### src/rtl/min_window_tracker_if.sv
// -----------------------------------------------------------------------------
// min_window_tracker_if
// Stream bundle for min_window_tracker: a valid/ready input carrying the
// per-sample minimum from the upstream stage, and a valid/ready output carrying
// the sliding-window minimum.
//
// Parameters
//   DW   data width
//   WIN  window depth (AW = $clog2(WIN) is derived)
//
// Signals
//   in_valid / in_data / in_ready       sample stream into the tracker
//   out_valid / out_ready               result handshake
//   out_min                             window minimum
//   out_fill                            samples in the window, 1..WIN
//   out_age                             age of the minimum (MINWIN_AGE_EN only)
//
// Modports
//   slave   the tracker itself
//   master  the surrounding producer/consumer (or a testbench)
//
// Build option: MINWIN_AGE_EN adds out_age.
// -----------------------------------------------------------------------------
interface min_window_tracker_if #(
  parameter int DW  = 8,
  parameter int WIN = 4
);
  localparam int AW = $clog2(WIN);

  logic          in_valid;
  logic [DW-1:0] in_data;
  logic          in_ready;
  logic          out_valid;
  logic          out_ready;
  logic [DW-1:0] out_min;
  logic [AW:0]   out_fill;
`ifdef MINWIN_AGE_EN
  logic [AW-1:0] out_age;
`endif

  modport slave (
    input  in_valid,
    input  in_data,
    output in_ready,
    output out_valid,
    input  out_ready,
    output out_min,
    output out_fill
`ifdef MINWIN_AGE_EN
    ,
    output out_age
`endif
  );

  modport master (
    output in_valid,
    output in_data,
    input  in_ready,
    input  out_valid,
    output out_ready,
    input  out_min,
    input  out_fill
`ifdef MINWIN_AGE_EN
    ,
    input  out_age
`endif
  );
endinterface

### src/rtl/min_window_tracker.sv
// -----------------------------------------------------------------------------
// min_window_tracker
// Keeps the last WIN upstream minimum results in a ring buffer and reports the
// minimum over that sliding window. A single comparator walks the window from
// newest to oldest, one entry per cycle, then the result is held on a
// valid/ready output until the consumer takes it.
//
// Parameters
//   DW   data width (matches the upstream d width)
//   WIN  window depth, >= 2
//
// Ports
//   clk   system clock, rising edge
//   rst   asynchronous active-high reset
//   clr   synchronous window flush; overrides every other event
//   bus   min_window_tracker_if.slave
//           in_valid/in_data/in_ready   : sample accepted only in IDLE
//           out_valid/out_ready         : result held until accepted
//           out_min/out_fill[/out_age]  : updated only when a result is loaded
//
// Build option: define MINWIN_AGE_EN to track and report the age of the
// minimum (0 = newest) on out_age. Without it, the age register and port are
// absent; out_min, out_fill and timing do not change.
// -----------------------------------------------------------------------------
module min_window_tracker #(
  parameter int DW  = 8,
  parameter int WIN = 4
) (
  input  logic                 clk,
  input  logic                 rst,
  input  logic                 clr,
  min_window_tracker_if.slave  bus
);
  localparam int AW = $clog2(WIN);

  typedef enum logic [1:0] {
    ST_IDLE = 2'd0,
    ST_SCAN = 2'd1,
    ST_HOLD = 2'd2
  } state_t;

  // Ring-buffer slot holding the entry of a given age. wp points one past the
  // newest entry, so age k lives at (wp - 1 - k) mod WIN. The sum is formed in
  // AW+1 bits, which always covers the 0..2*WIN-2 range, so a single
  // conditional subtract performs the wrap even for non power-of-two WIN.
  function automatic logic [AW-1:0] age_idx(input logic [AW-1:0] wp,
                                            input logic [AW-1:0] age);
    logic [AW:0] sum;
    sum = {1'b0, wp} + (AW+1)'(WIN - 1) - {1'b0, age};
    if (sum >= (AW+1)'(WIN)) begin
      sum = sum - (AW+1)'(WIN);
    end else begin
      sum = sum;
    end
    return sum[AW-1:0];
  endfunction

  state_t        state_r, state_s;
  logic [DW-1:0] buf_r [WIN];
  logic [AW-1:0] wptr_r, wptr_s;
  logic [AW:0]   fill_r, fill_s;
  logic [DW-1:0] acc_r, acc_s;
  logic [AW-1:0] k_r, k_s;
  logic          out_valid_r, out_valid_s;
  logic [DW-1:0] out_min_r, out_min_s;
  logic [AW:0]   out_fill_r, out_fill_s;
  logic          wr_en_s;
  logic [AW:0]   fill_inc_s;
  logic [AW-1:0] wptr_inc_s;
  logic [DW-1:0] cand_s;
  logic          scan_last_s;
`ifdef MINWIN_AGE_EN
  logic [AW-1:0] acc_age_r, acc_age_s;
  logic [AW-1:0] out_age_r, out_age_s;
`endif

  // Incremented pointer/fill and the buffer entry under the comparator.
  always_comb begin
    fill_inc_s = fill_r;
    wptr_inc_s = wptr_r;
    // fill saturates at WIN; from then on every write evicts the oldest entry
    if (fill_r == (AW+1)'(WIN)) begin
      fill_inc_s = fill_r;
    end else begin
      fill_inc_s = fill_r + (AW+1)'(1);
    end
    if (wptr_r == AW'(WIN - 1)) begin
      wptr_inc_s = '0;
    end else begin
      wptr_inc_s = wptr_r + AW'(1);
    end
    cand_s      = buf_r[age_idx(wptr_r, k_r)];
    scan_last_s = ({1'b0, k_r} == (fill_r - (AW+1)'(1)));
  end

  // Next-state and next-datapath logic for the IDLE/SCAN/HOLD sequencer.
  always_comb begin
    state_s     = state_r;
    wptr_s      = wptr_r;
    fill_s      = fill_r;
    acc_s       = acc_r;
    k_s         = k_r;
    out_valid_s = out_valid_r;
    out_min_s   = out_min_r;
    out_fill_s  = out_fill_r;
    wr_en_s     = 1'b0;
`ifdef MINWIN_AGE_EN
    acc_age_s   = acc_age_r;
    out_age_s   = out_age_r;
`endif
    if (clr) begin
      // flush drops any pending result but leaves the last reported values
      state_s     = ST_IDLE;
      wptr_s      = '0;
      fill_s      = '0;
      out_valid_s = 1'b0;
    end else begin
      case (state_r)
        ST_IDLE: begin
          if (bus.in_valid) begin
            wr_en_s = 1'b1;
            wptr_s  = wptr_inc_s;
            fill_s  = fill_inc_s;
            // the new sample is age 0, so it seeds the accumulator directly
            acc_s   = bus.in_data;
            k_s     = AW'(1);
`ifdef MINWIN_AGE_EN
            acc_age_s = '0;
`endif
            if (fill_inc_s == (AW+1)'(1)) begin
              state_s     = ST_HOLD;
              out_valid_s = 1'b1;
              out_min_s   = bus.in_data;
              out_fill_s  = fill_inc_s;
`ifdef MINWIN_AGE_EN
              out_age_s   = '0;
`endif
            end else begin
              state_s = ST_SCAN;
            end
          end else begin
            state_s = ST_IDLE;
          end
        end
        ST_SCAN: begin
          // strict < while walking newest to oldest: the youngest tie wins
          if (cand_s < acc_r) begin
            acc_s = cand_s;
`ifdef MINWIN_AGE_EN
            acc_age_s = k_r;
`endif
          end else begin
            acc_s = acc_r;
          end
          if (scan_last_s) begin
            state_s     = ST_HOLD;
            out_valid_s = 1'b1;
            out_min_s   = acc_s;
            out_fill_s  = fill_r;
`ifdef MINWIN_AGE_EN
            out_age_s   = acc_age_s;
`endif
          end else begin
            k_s = k_r + AW'(1);
          end
        end
        ST_HOLD: begin
          if (bus.out_ready) begin
            state_s     = ST_IDLE;
            out_valid_s = 1'b0;
          end else begin
            state_s = ST_HOLD;
          end
        end
        default: begin
          state_s     = ST_IDLE;
          out_valid_s = 1'b0;
        end
      endcase
    end
  end

  // State register.
  always_ff @(posedge clk or posedge rst) begin
    if (rst) begin
      state_r <= ST_IDLE;
    end else begin
      state_r <= state_s;
    end
  end

  // Datapath and output registers.
  always_ff @(posedge clk or posedge rst) begin
    if (rst) begin
      wptr_r      <= '0;
      fill_r      <= '0;
      acc_r       <= '0;
      k_r         <= '0;
      out_valid_r <= 1'b0;
      out_min_r   <= '0;
      out_fill_r  <= '0;
`ifdef MINWIN_AGE_EN
      acc_age_r   <= '0;
      out_age_r   <= '0;
`endif
    end else begin
      wptr_r      <= wptr_s;
      fill_r      <= fill_s;
      acc_r       <= acc_s;
      k_r         <= k_s;
      out_valid_r <= out_valid_s;
      out_min_r   <= out_min_s;
      out_fill_r  <= out_fill_s;
`ifdef MINWIN_AGE_EN
      acc_age_r   <= acc_age_s;
      out_age_r   <= out_age_s;
`endif
    end
  end

  // Sample storage; no reset because fill gates every read.
  always_ff @(posedge clk) begin
    if (wr_en_s) begin
      buf_r[wptr_r] <= bus.in_data;
    end
  end

  assign bus.in_ready  = (state_r == ST_IDLE);
  assign bus.out_valid = out_valid_r;
  assign bus.out_min   = out_min_r;
  assign bus.out_fill  = out_fill_r;
`ifdef MINWIN_AGE_EN
  assign bus.out_age   = out_age_r;
`endif

endmodule
### src/flat_wrapper.sv
// flat-port wrapper written by rule: the top's interface ports become plain ports
module min_window_tracker_flat 
#(
  parameter int DW  = 8,
  parameter int WIN = 4
)
  (clk, rst, clr, bus_in_valid, bus_in_data, bus_in_ready, bus_out_valid, bus_out_ready, bus_out_min, bus_out_fill);
  min_window_tracker_if #(.DW(DW), .WIN(WIN)) bus_i ();
  input  logic clk;
  input  logic rst;
  input  logic clr;
  input wire logic [$bits(bus_i.in_valid)-1:0] bus_in_valid;
  input wire logic [$bits(bus_i.in_data)-1:0] bus_in_data;
  output wire logic [$bits(bus_i.in_ready)-1:0] bus_in_ready;
  output wire logic [$bits(bus_i.out_valid)-1:0] bus_out_valid;
  input wire logic [$bits(bus_i.out_ready)-1:0] bus_out_ready;
  output wire logic [$bits(bus_i.out_min)-1:0] bus_out_min;
  output wire logic [$bits(bus_i.out_fill)-1:0] bus_out_fill;
  assign bus_i.in_valid = bus_in_valid;
  assign bus_i.in_data = bus_in_data;
  assign bus_in_ready = bus_i.in_ready;
  assign bus_out_valid = bus_i.out_valid;
  assign bus_i.out_ready = bus_out_ready;
  assign bus_out_min = bus_i.out_min;
  assign bus_out_fill = bus_i.out_fill;
  min_window_tracker #(.DW(DW), .WIN(WIN)) u_core (.clk(clk), .rst(rst), .clr(clr), .bus(bus_i));
endmodule
### config.mk
export PLATFORM = sky130hd
export DESIGN_NAME = min_window_tracker_flat
export DESIGN_NICKNAME = d
export VERILOG_FILES = /design/src/rtl/min_window_tracker_if.sv /design/src/rtl/min_window_tracker.sv /design/src/flat_wrapper.sv
export SDC_FILE = /design/constraint.sdc
export NUM_CORES = 1
export LEC_CHECK = 0
export CELL_PAD_IN_SITES_DETAIL_PLACEMENT = 1
export CELL_PAD_IN_SITES_GLOBAL_PLACEMENT = 1
export CORE_AREA = 2 2 83 85
export CTS_BUF_LIST = sky130_fd_sc_hd__clkbuf_16
export DETAILED_ROUTE_END_ITERATION = 6
export DIE_AREA = 0 0 85 87
export GPL_TIMING_DRIVEN = 1
export PLACE_DENSITY = 0.92
export SYNTH_ARGS = -nofsm -noshare
export SYNTH_HDL_FRONTEND = slang
export SYNTH_SLANG_ARGS = --single-unit
### constraint.sdc
create_clock -name clk -period 7 [get_ports clk]
set_input_delay 0.7 -clock clk [delete_from_list [all_inputs] [get_ports clk]]
set_output_delay 0.7 -clock clk [all_outputs]
set_load 0.05 [all_outputs]
==> flow_summary.json <==
{
  "status": "complete, no violations",
  "cts_setup_buffers": 0,
  "avgRoutedWirePerCell_um": 22.9,
  "drtIter0Drc": 159,
  "grt_pass1_vias": 2526,
  "hp-start": "u_core.bus.out_fill[2]",
  "setup_tns_ns": 0,
  "hold_slack_ns": 0.492,
  "cts.reportedPaths.clkPinSlew_ns": 0.06,
  "die_x_um": 85,
  "drv_slew": 0,
  "cts_inserted_buffers": 9,
  "root_buffer": "clkbuf_16",
  "synth-async-reset-ratio_pct": 47.5,
  "rsz0062_at_grt": "no",
  "vias_per_cell": 6.20,
  "diodes": 0,
  "clkLatencyLatePin_ns": 0.34,
  "syn_inst": 277,
  "setup_viol": 0,
  "use_met1_pct": 28.9,
  "power_density_nw_per_um2": 532,
  "syn_to_final_growth_pct": 19.2,
  "wl_um": 8800,
  "coreArea_um2": 6570,
  "htreeDepth": 3,
  "met2_usage_pct": 43.5,
  "max_slew_margin_pct": 18.8,
  "ios": 26,
  "yosys_warnings": 0,
  "finalClockSkew_ns": 0.0101,
  "route.detailed.drc": 0,
  "crit_required_ns": 7.17,
  "port_buffers": 25,
  "avgSynthCellArea_um2": 11.4,
  "cts_sinks": 61,
  "grt_pass1_wl_um": 13600,
  "cts.hold.buffers_added": 0,
  "grtUsageTotal_pct": 24.8,
  "cts_tree": "built",
  "yosysTopAreaCellShare_pct": 30.4,
  "overflow": 0,
  "place_congestion": 0.851,
  "grt_busiest_layer": "met2",
  "critPathLaunch": "u_core.k_r[0]",
  "layout.nets": 327,
  "cts_resized": 0,
  "hold_viol": 0,
  "worst-path-max-fanout": 15,
  "min_period_over_period_pct": 61.8,
  "period_needed_ns": 4.32,
  "vdd_drop_max_mv": 0.275,
  "netlist-cell-type-count": 47,
  "num_vias": 2380,
  "yosysSeqAreaShare_pct": 53.4,
  "rows": 30,
  "start_kind": "flip-flop",
  "antenna_found_initial": 0,
  "cts.path.max_buffers": 2,
  "synth_nets": 305,
  "ant_nets": 0,
  "r2r-start": "u_core.k_r[0]",
  "synth_flop_cell": "edfxtp_1",
  "die_height_um": 87,
  "p_leak_uw": 0.00152,
  "synth_area_leaders": "edfxtp_1 (30%), dfrtp_1 (23%), mux2i_1 (7.6%)",
  "firstDrtPassIters": 4,
  "crit_arrival_ns": 4.50,
  "worst_pin_slew_ns": 1.22,
  "synth_edf_count": 32,
  "use_met3_pct": 5.59,
  "drive_above_1_share_pct": 8.22,
  "end_kind": "flip-flop",
  "postSynthRegisterBits": 61,
  "criticalPathCategory": "reg2reg",
  "hp-class": "reg2reg",
  "post-route-util_pct": 57.3,
  "die_area_um2": 7400,
  "num-fill-cells": 672,
  "maxCapViolations": 0,
  "yosysTopAreaCell": "edfxtp_1",
  "synth_area_um2": 3160,
  "start_util_pct": 48.1,
  "dp_hpwl_um": 5560,
  "fmax_mhz": 231,
  "grt_max_degree": 30
}
## critical path, stage by stage, from the launching register on
cell,delay (ns)
dfrtp_1,0.41
inv_1,0.09
ha_1,0.22
xnor3_2,0.57
mux2i_1,0.16
mux2i_1,0.34
ha_1,0.34
a2111oi_0,0.54
a211oi_1,0.14
o31a_1,0.47
a21oi_1,0.64
o221ai_1,0.24
## metal layers
| layer | part of all wire [%] | vias up |
|---|---|---|
| met3 | 5.7 | 24 |
| met4 | 3.2 | 0 |
| li1 | - | 1071 |
| met2 | 52 | 93 |
| met1 | 39 | 1192 |
| met5 | 0 | - |
## registers in the layout, indices dropped and copies added (netlist names)
register	flops
u_core.wptr_r	2
u_core.buf_r	32
u_core.bus.out_valid	1
u_core.state_r	2
u_core.fill_r	3
u_core.acc_r	8
u_core.k_r	2
u_core.bus.out_min	8
u_core.bus.out_fill	3
## per-stage QoR
stage          instance area [um2]  total power, uW  setup slack (ns)  cells
6_report                      3760             2000              2.68    384
4_1_cts                       3760             2000              2.77    384
3_3_place_gp                  3440             1420              3.36    368
5_1_grt                       3760             2100              2.38    384
2_1_floorplan                 3160             1220              3.68    277
3_5_place_dp                  3440             1480              2.96    368
## cells by family after synthesis
group	synth area share, %
fa+ha+maj	5.94
flops	53.4
xor+xnor	2.14
buf+inv	4.91
compound gates	15.1
simple gates	10.5
mux	8.08
## cells in the final DEF (no fill, tap or decap), drive strengths merged, types with 2 or more instances in the layout
cell type      count
a211o              2
a211oi             2
a21oi             17
a31oi             10
and2               6
bufinv             2
clkbuf             9
clkdlybuf4s50     25
clkinv             3
dfrtp             29
edfxtp            32
ha                15
inv               24
mux2i             24
nand2              9
nand2b             2
nand3             15
nor2              21
nor3               6
nor4               2
o211ai             9
o21a               3
o21ai              7
o221ai             7
o31a               2
o31ai              2
xnor2              4
## where the power goes
group	internal (uW)	total (uW)	switching [uW]	leakage [uW]
sequential	468	543	74.8	0.000644
clock	313	489	176	0.000156
combinational	340	971	631	0.000719
## cell usage after synthesis (6+ instances only)
master    instances
o21ai_0           6
o221ai_1          7
clkbuf_1          8
a31oi_1          10
ha_1             15
inv_1            23
nor2_1           21
dfrtp_1          29
a21oi_1          17
nand2_1           8
nand3_1          15
o211ai_1          7
edfxtp_1         32
mux2i_1          24
## final timing paths
path,end,slack (ns),cells after the start
worst max-delay path,u_core.acc_r[5],2.68,11
worst max register to register,u_core.acc_r[5],2.68,11
min in group asynchronous,u_core.acc_r[5],1.00,2
max in group asynchronous,u_core.fill_r[2],5.27,2
worst min-delay path,u_core.bus.out_fill[2],0.49,2
worst min register to register,u_core.bus.out_fill[2],0.49,2
## final cells by class
class                           count  area, um2  share of cell area [%]
Clock inverter                      7       98.8                    2.63
Sequential cell                    61       1690                    44.8
Clock buffer                        9        225                    5.98
Tap cell                           80        100                    2.66
Timing Repair Buffer               25        250                    6.65
Inverter                           23       86.3                    2.29
Multi-Input combinational cell    179       1320                    35.0
(Power assumes the default switching activity.)
